**src/rtl/noc_client_injector_if.sv**
```systemverilog
// -----------------------------------------------------------------------------
// noc_client_injector_if
// Bundles the client-side flit handshake and the NoC-side per-VC valid/credit
// bus of the client injector. Signal names are from the injector's point of
// view (i_* enter the injector, o_* leave it).
//
//   i_v / o_rdy     client flit handshake, transfer when i_v & o_rdy
//   i_dest, i_d     destination address and payload of the offered flit
//   i_last          last flit of the packet
//   i_vc            VC select, meaningful on head flits only
//   o_noc_v         one-hot per-VC flit valid (one cycle per flit)
//   o_noc_d         {last, dest, data}
//   i_noc_credit    per-VC credit return pulses
//   o_idle, o_err   status
//
// Modports: slave = the injector, master = client plus downstream switch.
// -----------------------------------------------------------------------------
interface noc_client_injector_if #(
  parameter int A_W  = 4,
  parameter int D_W  = 8,
  parameter int VC_W = 2
);
  localparam int VCI_W = (VC_W > 1) ? $clog2(VC_W) : 1;

  logic                 i_v;
  logic                 o_rdy;
  logic [A_W-1:0]       i_dest;
  logic [D_W-1:0]       i_d;
  logic                 i_last;
  logic [VCI_W-1:0]     i_vc;
  logic [VC_W-1:0]      o_noc_v;
  logic [A_W+D_W:0]     o_noc_d;
  logic [VC_W-1:0]      i_noc_credit;
  logic                 o_idle;
  logic                 o_err;

  modport slave (
    input  i_v, i_dest, i_d, i_last, i_vc, i_noc_credit,
    output o_rdy, o_noc_v, o_noc_d, o_idle, o_err
  );

  modport master (
    output i_v, i_dest, i_d, i_last, i_vc, i_noc_credit,
    input  o_rdy, o_noc_v, o_noc_d, o_idle, o_err
  );
endinterface

```
**src/rtl/noc_client_injector.sv**
```systemverilog
// -----------------------------------------------------------------------------
// noc_client_injector
// Client-side injection port for the tree NoC. Accepts client flits into a
// single staging register, tags each with a VC (head flit chooses, body flits
// inherit), and sends it on the per-VC one-hot valid bus when the credit
// counter of that VC is non-zero. One credit counter per VC mirrors the free
// space of the downstream switch VC FIFO.
//
// Ports:
//   clk          clock
//   rst          asynchronous, active-low reset
//   bus          noc_client_injector_if.slave (client handshake + NoC bus)
//   o_dbg_state  packet FSM state (0 = HEAD, 1 = BODY)
//   o_dbg_cnt    credit counters, VC v at [v*CNT_W +: CNT_W]
//
// Handshake: a client flit transfers on a rising edge where i_v & o_rdy.
// o_rdy is a function of registered state only (never of i_v), so the client
// may hold i_v high and simply watch o_rdy. The NoC side has no ready: a flit
// is only ever presented when a credit for its VC is held.
// -----------------------------------------------------------------------------
module noc_client_injector #(
  parameter int N             = 4,
  parameter int A_W           = 4,
  parameter int D_W           = 8,
  parameter int VC_W          = 2,
  parameter int VC_FIFO_DEPTH = 4
) (
  input  logic                                          clk,
  input  logic                                          rst,
  noc_client_injector_if.slave                          bus,
  output logic                                          o_dbg_state,
  output logic [VC_W*($clog2(VC_FIFO_DEPTH)+1)-1:0]     o_dbg_cnt
);
  localparam int VCI_W = (VC_W > 1) ? $clog2(VC_W) : 1;
  localparam int CNT_W = $clog2(VC_FIFO_DEPTH) + 1;
  localparam int FW    = A_W + D_W + 1;
  localparam logic [CNT_W-1:0] CNT_INIT = CNT_W'(VC_FIFO_DEPTH - 1);

  localparam logic ST_HEAD = 1'b0;
  localparam logic ST_BODY = 1'b1;

  if (N < 1) begin : g_bad_n
    $error("noc_client_injector: N must be at least 1");
  end

  logic               r_hold_v;
  logic [VCI_W-1:0]   r_hold_vc;
  logic [FW-1:0]      r_hold_word;
  logic               r_state;
  logic [VCI_W-1:0]   r_lock_vc;
  logic [CNT_W-1:0]   r_cnt [VC_W];
  logic [VC_W-1:0]    r_noc_v;
  logic [FW-1:0]      r_noc_d;
  logic               r_err;

  logic               w_hold_has_credit;
  logic [VC_W-1:0]    w_hold_onehot;
  logic               w_send;
  logic               w_rdy;
  logic               w_accept;
  logic [VCI_W-1:0]   w_sel_vc;
  logic [VC_W-1:0]    w_cnt_dec;
  logic               w_all_init;

  // Decode the staged VC by comparison rather than array indexing so that a
  // VC_W that is not a power of two never indexes past the counter array.
  always_comb begin
    w_hold_has_credit = 1'b0;
    w_hold_onehot     = '0;
    for (int v = 0; v < VC_W; v++) begin
      if (r_hold_vc == VCI_W'(v)) begin
        w_hold_onehot[v]  = 1'b1;
        w_hold_has_credit = (r_cnt[v] != '0);
      end
    end
  end

  assign w_send    = r_hold_v & w_hold_has_credit;
  assign w_rdy     = ~r_hold_v | w_send;
  assign w_accept  = bus.i_v & w_rdy;
  assign w_sel_vc  = (r_state == ST_HEAD) ? bus.i_vc : r_lock_vc;
  assign w_cnt_dec = w_hold_onehot & {VC_W{w_send}};

  always_comb begin
    w_all_init = 1'b1;
    for (int v = 0; v < VC_W; v++) begin
      if (r_cnt[v] != CNT_INIT) w_all_init = 1'b0;
    end
  end

  // Staging register: refilled in the same cycle it is sent, which gives
  // one flit per cycle while credits last.
  always_ff @(posedge clk or negedge rst) begin
    if (!rst) begin
      r_hold_v    <= 1'b0;
      r_hold_vc   <= '0;
      r_hold_word <= '0;
    end else if (w_accept) begin
      r_hold_v    <= 1'b1;
      r_hold_vc   <= w_sel_vc;
      r_hold_word <= {bus.i_last, bus.i_dest, bus.i_d};
    end else if (w_send) begin
      r_hold_v    <= 1'b0;
    end
  end

  // Packet FSM: the head flit picks the VC, body flits reuse it so a packet
  // never straddles VCs.
  always_ff @(posedge clk or negedge rst) begin
    if (!rst) begin
      r_state   <= ST_HEAD;
      r_lock_vc <= '0;
    end else if (w_accept) begin
      case (r_state)
        ST_HEAD: begin
          r_lock_vc <= bus.i_vc;
          if (!bus.i_last) r_state <= ST_BODY;
        end
        default: begin
          if (bus.i_last) r_state <= ST_HEAD;
        end
      endcase
    end
  end

  // Credit counters. A send and a credit on the same VC cancel out. A credit
  // arriving at full count means the downstream side returned more than it
  // was given: drop it and flag the sticky error.
  always_ff @(posedge clk or negedge rst) begin
    if (!rst) begin
      for (int v = 0; v < VC_W; v++) r_cnt[v] <= CNT_INIT;
      r_err <= 1'b0;
    end else begin
      for (int v = 0; v < VC_W; v++) begin
        if (bus.i_noc_credit[v] && !w_cnt_dec[v]) begin
          if (r_cnt[v] == CNT_INIT) r_err <= 1'b1;
          else                      r_cnt[v] <= r_cnt[v] + CNT_W'(1);
        end else if (w_cnt_dec[v] && !bus.i_noc_credit[v]) begin
          r_cnt[v] <= r_cnt[v] - CNT_W'(1);
        end
      end
    end
  end

  // Registered NoC outputs; data holds its last value between flits.
  always_ff @(posedge clk or negedge rst) begin
    if (!rst) begin
      r_noc_v <= '0;
      r_noc_d <= '0;
    end else if (w_send) begin
      r_noc_v <= w_hold_onehot;
      r_noc_d <= r_hold_word;
    end else begin
      r_noc_v <= '0;
    end
  end

  always_comb begin
    o_dbg_cnt = '0;
    for (int v = 0; v < VC_W; v++) o_dbg_cnt[v*CNT_W +: CNT_W] = r_cnt[v];
  end

  assign o_dbg_state  = r_state;
  assign bus.o_rdy    = w_rdy;
  assign bus.o_noc_v  = r_noc_v;
  assign bus.o_noc_d  = r_noc_d;
  assign bus.o_idle   = ~r_hold_v & w_all_init;
  assign bus.o_err    = r_err;

endmodule

```
**src/flat_wrapper.sv**
```systemverilog
// flat-port wrapper written by rule: the top's interface ports become plain ports
module noc_client_injector_flat 
#(
  parameter int N             = 4,
  parameter int A_W           = 4,
  parameter int D_W           = 8,
  parameter int VC_W          = 2,
  parameter int VC_FIFO_DEPTH = 4
)
  (clk, rst, o_dbg_state, o_dbg_cnt, bus_i_v, bus_i_dest, bus_i_d, bus_i_last, bus_i_vc, bus_i_noc_credit, bus_o_rdy, bus_o_noc_v, bus_o_noc_d, bus_o_idle, bus_o_err);
  noc_client_injector_if #(.A_W(A_W), .D_W(D_W), .VC_W(VC_W)) bus_i ();
  input  logic clk;
  input  logic rst;
  output logic o_dbg_state;
  output logic [VC_W*($clog2(VC_FIFO_DEPTH)+1)-1:0] o_dbg_cnt;
  input wire logic [$bits(bus_i.i_v)-1:0] bus_i_v;
  input wire logic [$bits(bus_i.i_dest)-1:0] bus_i_dest;
  input wire logic [$bits(bus_i.i_d)-1:0] bus_i_d;
  input wire logic [$bits(bus_i.i_last)-1:0] bus_i_last;
  input wire logic [$bits(bus_i.i_vc)-1:0] bus_i_vc;
  input wire logic [$bits(bus_i.i_noc_credit)-1:0] bus_i_noc_credit;
  output wire logic [$bits(bus_i.o_rdy)-1:0] bus_o_rdy;
  output wire logic [$bits(bus_i.o_noc_v)-1:0] bus_o_noc_v;
  output wire logic [$bits(bus_i.o_noc_d)-1:0] bus_o_noc_d;
  output wire logic [$bits(bus_i.o_idle)-1:0] bus_o_idle;
  output wire logic [$bits(bus_i.o_err)-1:0] bus_o_err;
  assign bus_i.i_v = bus_i_v;
  assign bus_i.i_dest = bus_i_dest;
  assign bus_i.i_d = bus_i_d;
  assign bus_i.i_last = bus_i_last;
  assign bus_i.i_vc = bus_i_vc;
  assign bus_i.i_noc_credit = bus_i_noc_credit;
  assign bus_o_rdy = bus_i.o_rdy;
  assign bus_o_noc_v = bus_i.o_noc_v;
  assign bus_o_noc_d = bus_i.o_noc_d;
  assign bus_o_idle = bus_i.o_idle;
  assign bus_o_err = bus_i.o_err;
  noc_client_injector #(.N(N), .A_W(A_W), .D_W(D_W), .VC_W(VC_W), .VC_FIFO_DEPTH(VC_FIFO_DEPTH)) u_core (.clk(clk), .rst(rst), .bus(bus_i), .o_dbg_state(o_dbg_state), .o_dbg_cnt(o_dbg_cnt));
endmodule
```
**config.mk**
```make
export PLATFORM = sky130hd
export DESIGN_NAME = noc_client_injector_flat
export DESIGN_NICKNAME = d
export VERILOG_FILES = /design/src/rtl/noc_client_injector_if.sv /design/src/rtl/noc_client_injector.sv /design/src/flat_wrapper.sv
export SDC_FILE = /design/constraint.sdc
export NUM_CORES = 1
export LEC_CHECK = 0
export BUFFER_PORTS_ARGS = -buffer_cell sky130_fd_sc_hd__buf_2
export CAP_MARGIN = 5
export CORE_MARGIN = 2
export CORE_UTILIZATION = 47
export CTS_CLUSTER_SIZE = 28
export DETAILED_ROUTE_END_ITERATION = 8
export GPL_ROUTABILITY_DRIVEN = 0
export PLACE_DENSITY = 0.67
export SYNTH_ARGS = -nofsm -noshare
export SYNTH_HDL_FRONTEND = slang
export SYNTH_SLANG_ARGS = --single-unit
```
**constraint.sdc**
```tcl
create_clock -name clk -period 3.6 [get_ports clk]
set_clock_uncertainty 0.15 [all_clocks]
set_input_delay 0.72 -clock clk [delete_from_list [all_inputs] [get_ports clk]]
set_output_delay 0.72 -clock clk [all_outputs]
set_load 0.02 [all_outputs]
```
== After elaboration in Yosys (flattened, before gate mapping) ==
Index checks and enable logic that the tools add are counted.

* Add/sub/neg operators: 4
* Multipliers: 0
* Div/mod/pow operators: 0
* Magnitude comparators: 0
* Eq/ne operators: 6
* Shifts and indexed selects: 0
* Multiplexer cells: 20
* Bitwise gates (word level): 7
* Reduce and logical (&&, ||, !) cells: 16

{| class="wikitable"
|+ Operators with widths
! kind !! number
|-
| $mux 3 || 6
|-
| $mux 1 || 13
|-
| $add 3x1->3 const B || 2
|-
| $eq 3x2->1 const B || 2
|-
| $ne 3x2->1 const B || 2
|-
| $reduce_and 2->1 || 3
|-
| $reduce_bool 2->1 || 3
|-
| $reduce_bool 3->1 || 2
|-
| $sub 3x1->3 const B || 2
|-
| $logic_and 1x1->1 || 4
|-
| $logic_not 1->1 || 4
|-
| $ne 2x2->1 const B || 2
|-
| $and 1x1->1 || 3
|-
| $and 2x2->2 || 1
|-
| $mux 2 || 1
|-
| $not 1->1 || 2
|-
| $or 1x1->1 || 1
|}

* Register bits: 38
* Bits in latches: 0
* Bits in writable memories: 0
* Memory bits (read-only): 0
* Input port bits: 19
* Word-level logic and storage cells: 62
* Memories kept: 0

== Logic depth before layout (Yosys ltp) ==
Gate-level depths: netlist (run 1).

* Word-level depth: 9
* Depth in mapped cells: 8
* Depth with buffers taken out: 7

== Worst setup path after synthesis (run 1) ==
OpenSTA, ideal clock, no wires.

* Path type: flip-flop to output port
* Start: register u_core.r_cnt (netlist bit u_core.o_dbg_cnt[3])
* End: output port bus_o_idle
* Data arrival time: 1.830 ns
* Required time: 2.730 ns
* Path slack: 0.900 ns
* Cell stages (with the launch flop): 4
* Buffers on the path: 1
* Path through: dfstp_2 clkbuf_1 and3b_1 nor4b_1

* Cells in the longest elaborated chain, start to end: 3

{| class="wikitable"
|+ Ends and longest elaborated chain
! what !! RTL line !! RTL
|-
| start: declaration || noc_client_injector.sv:51 || <nowiki>logic [CNT_W-1:0] r_cnt [VC_W];</nowiki>
|-
| start signal: indexed assignment || noc_client_injector.sv:137 || <nowiki>else r_cnt[v] <= r_cnt[v] + CNT_W'(1);</nowiki>
|-
| start signal: indexed assignment || noc_client_injector.sv:139 || <nowiki>r_cnt[v] <= r_cnt[v] - CNT_W'(1);</nowiki>
|-
| $ne 3x2->1 || noc_client_injector.sv:87 || <nowiki>if (r_cnt[v] != CNT_INIT) w_all_init = 1'b0;</nowiki>
|-
| $mux 1 || noc_client_injector.sv:87 ||
|-
| $and 1x1->1 || noc_client_injector.sv:167 || <nowiki>assign bus.o_idle = ~r_hold_v & w_all_init;</nowiki>
|-
| end: declaration || flat_wrapper.sv:25 || <nowiki>output wire logic [$bits(bus_i.o_idle)-1:0] bus_o_idle;</nowiki>
|}

No other way between the ends.

== Final worst setup path (run 1) ==
Ends and elaborated chain as after synthesis.

==> results of run 1 <==
## final cells by class
| class | instances | area [µm²] | share of cell area (%) |
|---|---|---|---|
| Inverter | 1 | 3.75 | 0.172 |
| Timing Repair Buffer | 43 | 215 | 9.87 |
| Tap cell | 50 | 62.6 | 2.87 |
| Multi-Input combinational cell | 106 | 845 | 38.7 |
| Clock inverter | 2 | 16.3 | 0.746 |
| Clock buffer | 6 | 82.6 | 3.79 |
| Sequential cell | 38 | 956 | 43.8 |
## cell usage after synthesis (all sizes together) (2+ instances only)
| cell type | n |
|---|---|
| clkbuf | 4 |
| nor2 | 10 |
| o211ai | 4 |
| nor4b | 4 |
| fa | 2 |
| mux2 | 27 |
| nand2b | 2 |
| nor3 | 4 |
| or3 | 2 |
| dfstp | 4 |
| and3 | 2 |
| a21oi | 2 |
| o21ai | 10 |
| mux2i | 2 |
| dfrtp | 34 |
| nand3 | 5 |
| a22oi | 2 |
| xnor2 | 2 |
| buf | 9 |
| nor4 | 2 |
| nand2 | 11 |
## metal layers
metal | track usage (%) | share of wire, %
met5 | 0 | 0
met4 | 7.14 | 1.6
met3 | 5.33 | 6.5
met2 | 30.2 | 53
met1 | 19.6 | 39
## where the power goes
group | total [mW] | internal, mW | switching, mW
combinational | 0.757 | 0.343 | 0.414
sequential | 0.779 | 0.593 | 0.186
clock | 0.311 | 0.158 | 0.154
## worst paths after layout
check	start	endpoint	slack, ns	cells after the start
setup / recovery	u_core.o_dbg_cnt[3]	bus_o_idle	1.03	3
hold / removal	u_core.bus.o_err	u_core.bus.o_err	0.34	2
setup reg to reg	u_core.r_hold_v	u_core.o_dbg_cnt[1]	1.15	6
hold reg to reg	u_core.bus.o_err	u_core.bus.o_err	0.34	2
max in group asynchronous	rst	u_core.bus.o_noc_d[1]	2.40	1
min in group asynchronous	rst	u_core.bus.o_err	0.37	1
## registers in the layout, summed over array words and instances, names as in the netlist
name	flops
u_core.bus.o_noc_d	13
u_core.o_dbg_state	1
u_core.r_hold_word	13
u_core.r_lock_vc	1
u_core.r_hold_v	1
u_core.o_dbg_cnt	6
u_core.bus.o_noc_v	2
u_core.bus.o_err	1
## placed cells by master (no fill, tap or decap), drive strengths merged, types with 4 or more instances in the layout
cell / instances
buf: 43
dfrtp: 34
mux2: 27
nand2: 11
nor2: 10
o21ai: 10
clkbuf: 6
nand3: 5
nor3: 4
o211ai: 4
dfstp: 4
nor4b: 4
## cells by family (layout without fill, tap and decap cells)
family | count (synthesis) | count (layout) | synth area share, %
and+or+nand+nor | 48 | 48 | 15.4
DFF | 38 | 38 | 50.6
muxes | 29 | 29 | 17.2
AOI/OAI and AO/OA | 25 | 25 | 9.14
buffers and inverters | 14 | 52 | 4.70
adders and majority gates | 2 | 2 | 2.12
xor gates and xnor gates | 2 | 2 | 0.927
## metrics by stage
stage / hold slack (ns) / setup WS, ns / power [mW] / utilization [%] / instance area [µm²]
after global placement: 0.313 / 1.29 / 1.51 / 52.8 / 2080
final: 0.339 / 1.03 / 1.85 / 55.3 / 2180
after CTS: 0.346 / 1.01 / 1.87 / 55.3 / 2180
after global routing: 0.374 / 0.955 / 1.99 / 55.3 / 2180
after floorplan: 0.274 / 0.900 / 1.37 / - / 1890
after detailed placement: 0.328 / 1.19 / 1.55 / 52.8 / 2080
## worst max-delay path: cells and delay by family, from the launching register on
kind,cells,cell delay (ns)
buffers and inverters,1,0.23
flip-flops,1,0.70
AND/OR/NAND/NOR,2,0.48
==> flow_summary.yaml, run 1 <==
timing:
  finalCritPeriodShare_pct: 71.4
  slew_headroom_pct: 45.0
  tns_ns: 0
  worst_slew_pin_slew_ns: 0.825
  finalSetupViolCount: 0
  grt_setup_unrepaired: "no"
  hold_violations: 0
  max_freq_mhz: 389
  drv_slew: 0
  fin_crit_ns: 2.57
synth:
  yosysWarnings: 0
  synth_top_area_share_pct: 45.0
  synth_cells: 158
  syn_nets: 179
  syn-cell-area_um2: 1890
  ys_types: 42
  synthFlopType: "dfrtp_1"
  synth.area.top_cells: "dfrtp_1 45%, mux2_2 15%, dfstp_2 5.6%, o21ai_0 2.4%, buf_6 2.4%"
  synth_edf_count: 0
  yosysTopAreaCell: "dfrtp_1"
  yosysSeqAreaShare_pct: 50.6
  synth.avg_cell_area_um2: 12.0
  synth-seq-cells: 38
  synthArstFlopShare_pct: 100
floorplan:
  rows: 23
  die_y_um: 67.4
  die-area_um2: 4540
  fp.dieW_um: 67.4
  io-pin-count: 44
  initial_core_util_pct: 47.9
  core_um2: 3940
worst_setup_path:
  path_cells: "and3b_1, nor4b_1, buf_2"
  arrival_ns: 1.70
  critPathLaunchType: "flip-flop"
  slowest_delay_ns: 0.70
  crit_path_end_kind: "output pin"
  cp_max_fo: 13
  worstPathRequired_ns: 2.73
  criticalPathCategory: "flip-flop to output pin"
  cp_slowest_cell: "dfstp_2"
route:
  num_vias: 1361
  wire_per_inst_um: 14.1
  via_per_inst: 5.53
  ant_nets: 0
  firstDrtPassIters: 4
  route.detailed.drc: 0
  routed_wl_mm: 3.48
  first_iter_violations: 78
worst_hold_path:
  hold_path.class: "flip-flop to flip-flop"
final_layout:
  antenna_cells: 0
  nNetsFinal: 216
  drive_gt1_share_pct: 44.4
  fin_cells: 246
  n_fill_cell: 367
  area_growth_pct: 15.4
global_routing:
  grt_max_degree: 39
  overflow: 0
  grt_pass1_wl_mm: 5.84
  grt_pass1_vias: 1322
  grt_usage_pct: 17.3
  antenna_found_initial: 0
clock_network:
  cts_sinks: 38
  cts_tree: "built"
  ctsResizeCount: 0
  post_cts_buffers: 0
  htreeDepth: 2
  cts_max_path_buffers: 2
  worstSkewPairLatency_ns: 0.29
  numCtsBuffers: 5
  cts-root-buf: "clkbuf_8"
  holdBufCountCts: 0
  clkSlewWorstSetupHoldPaths_ns: 0.08
job:
  cap_violations: 0
pwr:
  power.density_nw_per_um2: 847
  vdd_drop_max_mv: 0.344
  p_leak_nw: 0.946
place:
  port-buffer-count: 43
  place_inst: 238
  hpwl_mm: 2.53
run_status:
  status: "finished, final reports clean"
Note: power is estimated with default switching activity, not from simulation.
==> run 2, diff against run 1 <==
- clock period: 3.6 -> 2.65 ns (I/O delays scaled with it)
==> flow_summary.yaml, run 2 (synthesis gave the netlist of run 1 again) <==
floorplan:
  rows: 23
  io-pin-count: 44
  initial_core_util_pct: 47.9
  die_y_um: 67.4
  core_um2: 3940
  fp.dieW_um: 67.4
  die-area_um2: 4540
pwr:
  p_leak_nw: 0.984
  vdd_drop_max_mv: 0.654
  power.density_nw_per_um2: 1210
clock_network:
  worstSkewPairLatency_ns: 0.29
  cts_max_path_buffers: 2
  clkSlewWorstSetupHoldPaths_ns: 0.07
  post_cts_buffers: 0
  cts-root-buf: "clkbuf_8"
  numCtsBuffers: 5
  cts_sinks: 38
  holdBufCountCts: 0
  cts_tree: "built"
  ctsResizeCount: 0
  htreeDepth: 2
final_layout:
  fin_cells: 249
  stdcell_area_um2: 2250
  nNetsFinal: 219
  drive_gt1_share_pct: 45.2
  final_common_cell: "buf_2"
  final_cell_mix: "43 x buf_2, 34 x dfrtp_1, 26 x mux2_2, 10 x nor2_1"
  antenna_cells: 0
  area_growth_pct: 18.9
  final-seq-area_um2: 956
  multi_input_area_um2: 845
  n_fill_cell: 330
timing:
  slew_headroom_pct: 46.3
  tns_ns: 0
  hold_violations: 0
  drv_slew: 0
  worst_slew_pin_slew_ns: 0.806
  fin_crit_ns: 2.38
  grt_setup_unrepaired: "no"
  finalSetupViolCount: 0
  finalCritPeriodShare_pct: 89.8
  max_freq_mhz: 420
worst_setup_path:
  r2r-start: "u_core.o_dbg_cnt[1]"
  crit_path_end_kind: "flip-flop"
  slowest_delay_ns: 0.67
  cp_max_fo: 11
  cp_slowest_cell: "dfstp_2"
  arrival_ns: 2.45
  critPathLaunchType: "flip-flop"
  path_cells: "nor3_1, o21ai_0, fa_1, mux2i_1, o211ai_1, a221o_1"
  critPathBufInv: 0
  cp-startpoint: "u_core.o_dbg_cnt[1]"
  path_delay_family: "compound AO/OA/AOI/OAI gates"
  criticalPathCategory: "flip-flop to flip-flop"
  worstPathRequired_ns: 2.72
place:
  port-buffer-count: 43
  hpwl_mm: 2.53
  place_inst: 241
  placedInstanceArea_um2: 2100
global_routing:
  grt_pass1_vias: 1350
  grt_usage_pct: 18.8
  grt_max_degree: 39
  grt_pass1_wl_mm: 6.22
  overflow: 0
  antenna_found_initial: 0
route:
  route.detailed.drc: 0
  ant_nets: 0
  routed_wl_mm: 3.59
  via_per_inst: 5.39
  firstDrtPassIters: 5
  num_vias: 1342
  first_iter_violations: 38
  wire_per_inst_um: 14.4
worst_hold_path:
  hold_path.class: "primary input to async pin"
job:
  cap_violations: 0
run_status:
  status: "finished, final reports clean"
## run 2: final timing paths
check	end	slack [ns]	cells after the start
setup / recovery	u_core.o_dbg_cnt[1]	0.27	6
hold / removal	u_core.bus.o_err	0.17	1
setup reg to reg	u_core.o_dbg_cnt[1]	0.27	6
hold reg to reg	u_core.bus.o_noc_d[12]	0.35	1
max in group asynchronous	u_core.o_dbg_cnt[2]	1.66	1
min in group clk	u_core.o_dbg_state	0.27	2
## run 2: cell type report
cell class / instances / share of cell area [%]
Clock buffer: 6 / 3.67
Clock inverter: 2 / 2.67
Inverter: 1 / 0.167
Multi-Input combinational cell: 106 / 37.6
Sequential cell: 38 / 42.5
Tap cell: 50 / 2.78
Timing Repair Buffer: 46 / 10.6
## run 2: routing by layer
metal,global-route usage (%),wire length (µm),up-vias
li1,-,-,643
met1,21.1,1480,658
met2,31.3,1820,33
met3,5.50,197,8
met4,11.5,89,0
met5,0,0,-
## run 2: metrics by stage
stage | setup slack, ns | power [mW] | util (%) | hold WS, ns
floorplan | 0.140 | 1.86 | - | 0.0844
global placement | 0.434 | 2.08 | 53.4 | 0.313
detailed placement | 0.289 | 2.13 | 53.4 | 0.338
CTS | 0.276 | 2.75 | 57.0 | 0.211
global route | 0.125 | 2.93 | 57.0 | 0.248
finish | 0.271 | 2.72 | 57.0 | 0.173
## run 2: worst register-to-register path, delay by kind of cell (launching register included)
family | cells | cell delay [ns]
AO/OA/AOI/OAI | 3 | 0.71
flip-flops | 1 | 0.67
adder cells (fa/ha/maj) | 1 | 0.51
multiplexers | 1 | 0.16
AND/OR/NAND/NOR | 1 | 0.11
## run 2: power breakdown
group          internal, mW  switching (mW)
Clock                 0.401           0.205
Sequential            0.805           0.204
Combinational         0.486           0.621
Total                  1.69            1.03
==> run 3, diff against run 2 <==
- clock period: 2.65 -> 2.36 ns (I/O delays scaled with it)
==> flow_summary.yaml, run 3 (synthesis gave the netlist of run 1 again) <==
run_status:
  status: "finished, final reports clean"
worst_setup_path:
  criticalPathCategory: "flip-flop to output pin"
  path_delay_family: "flip-flops"
  critPathBufInv: 1
  worstPathRequired_ns: 1.74
  path_cells: "and3b_1, nor4b_2, buf_2"
  cp_slowest_cell: "dfstp_2"
  crit_path_end_kind: "output pin"
  arrival_ns: 1.58
  slowest_delay_ns: 0.69
  critPathLaunchType: "flip-flop"
  cp_max_fo: 13
place:
  hpwl_mm: 2.62
  place_inst: 246
  port-buffer-count: 43
  placedInstanceArea_um2: 2150
clock_network:
  htreeDepth: 2
  post_cts_buffers: 0
  worstSkewPairLatency_ns: 0.28
  cts_tree: "built"
  cts-root-buf: "clkbuf_8"
  cts_max_path_buffers: 2
  numCtsBuffers: 5
  holdBufCountCts: 0
  clkSlewWorstSetupHoldPaths_ns: 0.07
  cts_sinks: 38
floorplan:
  die-area_um2: 4540
  fp.dieW_um: 67.4
  initial_core_util_pct: 47.9
  core_um2: 3940
  rows: 23
  die_y_um: 67.4
  io-pin-count: 44
route:
  ant_nets: 0
  first_iter_violations: 79
  route.detailed.drc: 0
  via_per_inst: 5.33
  num_vias: 1355
  routed_wl_mm: 3.64
  wire_per_inst_um: 14.3
  firstDrtPassIters: 4
final_layout:
  area_growth_pct: 18.5
  drive_gt1_share_pct: 46.6
  nNetsFinal: 224
  fin_cells: 254
  stdcell_area_um2: 2240
  final_cell_mix: "43 x buf_2, 34 x dfrtp_1, 26 x mux2_2, 10 x nor2_1, 9 x nand2_1"
  antenna_cells: 0
  final_common_cell: "buf_2"
timing:
  slew_headroom_pct: 44.5
  fin_crit_ns: 2.20
  finalSetupViolCount: 0
  grt_setup_unrepaired: "no"
  tns_ns: 0
  drv_slew: 0
  fin_hold_ws_ns: 0.136
  finalCritPeriodShare_pct: 93.2
  worst_slew_pin_slew_ns: 0.833
  hold_violations: 0
  max_freq_mhz: 455
pwr:
  p_leak_nw: 0.985
  power.density_nw_per_um2: 1290
  intPower_mw: 1.73
  pwr-share-seq_pct: 36.7
  power.total_mw: 2.89
  switchingPower_mw: 1.16
  vdd_drop_max_mv: 0.522
  power.share.clock_pct: 15.5
  combPwrFrac_pct: 47.8
  sw_frac_of_total_pct: 40.1
job:
  cap_violations: 0
global_routing:
  grt_pass1_vias: 1404
  grt_max_degree: 39
  grt_usage_pct: 18.5
  grt_pass1_wl_mm: 6.27
  antenna_found_initial: 0
  overflow: 0
worst_hold_path:
  hold_path.class: "primary input to async pin"
[run 3: cell count changes in the layout (fill, tap and decap cells not counted), sizes merged]
cell / before / now
buf: 46 / 51
bufinv: 2 / 0
clkbuf: 6 / 7
clkinv: 0 / 1
[run 3: power by group through the flow]
stage          Combinational, mW  Clock (mW)  Sequential [mW]
3_5_place_dp                1.39           0             1.08
6_report                    1.38       0.447             1.06
5_1_grt                     1.51       0.492             1.10
2_1_floorplan              0.836           0             1.26
3_3_place_gp                1.33           0             1.06
4_1_cts                     1.39       0.470             1.06
[run 3: path summary, 6_finish.rpt]
check                                     from                    end  slack [ns]  cells after the start
max                        u_core.o_dbg_cnt[4]             bus_o_idle        0.16                      3
min                                        rst       u_core.bus.o_err        0.14                      1
max reg2reg                u_core.o_dbg_cnt[3]    u_core.o_dbg_cnt[5]        0.24                      6
min reg2reg                   u_core.bus.o_err       u_core.bus.o_err        0.32                      2
max in group asynchronous                  rst  u_core.r_hold_word[6]        1.39                      1
min in group clk                    bus_i_last     u_core.o_dbg_state        0.23                      2
[run 3: repair_timing]
| item | CTS | global route |
|---|---|---|
| endpoints found under the setup margin | 0 | 1 |
| gates resized for setup | 0 | 1 |
| hold endpoints to repair | 0 | 0 |
[run 3: stage by stage]
| stage | utilization [%] | setup slack, ns |
|---|---|---|
| after floorplan | - | 0.0373 |
| after global placement | 54.5 | 0.286 |
| after detailed placement | 54.5 | 0.158 |
| after CTS | 56.8 | 0.136 |
| after global routing | 56.8 | 0.0373 |
| final | 56.8 | 0.161 |
[run 3: cell type report]
class | instances | area (µm²)
clock buffers | 7 | 86.3
clock inverters | 1 | 5.00
fillers | 346 | 1700
inverters | 1 | 3.75
multi-input cells | 106 | 851
flip-flops and latches | 38 | 956
well taps | 50 | 62.6
repair buffers | 51 | 275
[run 3: routing by layer]
| metal | GRT usage [%] | routed length [µm] | up-vias |
|---|---|---|---|
| met2 | 32.4 | 1870 | 33 |
| met3 | 4.83 | 190 | 2 |
| met5 | 0 | 0 | - |
| li1 | - | - | 656 |
| met4 | 6.63 | 24 | 0 |
| met1 | 21.9 | 1560 | 664 |
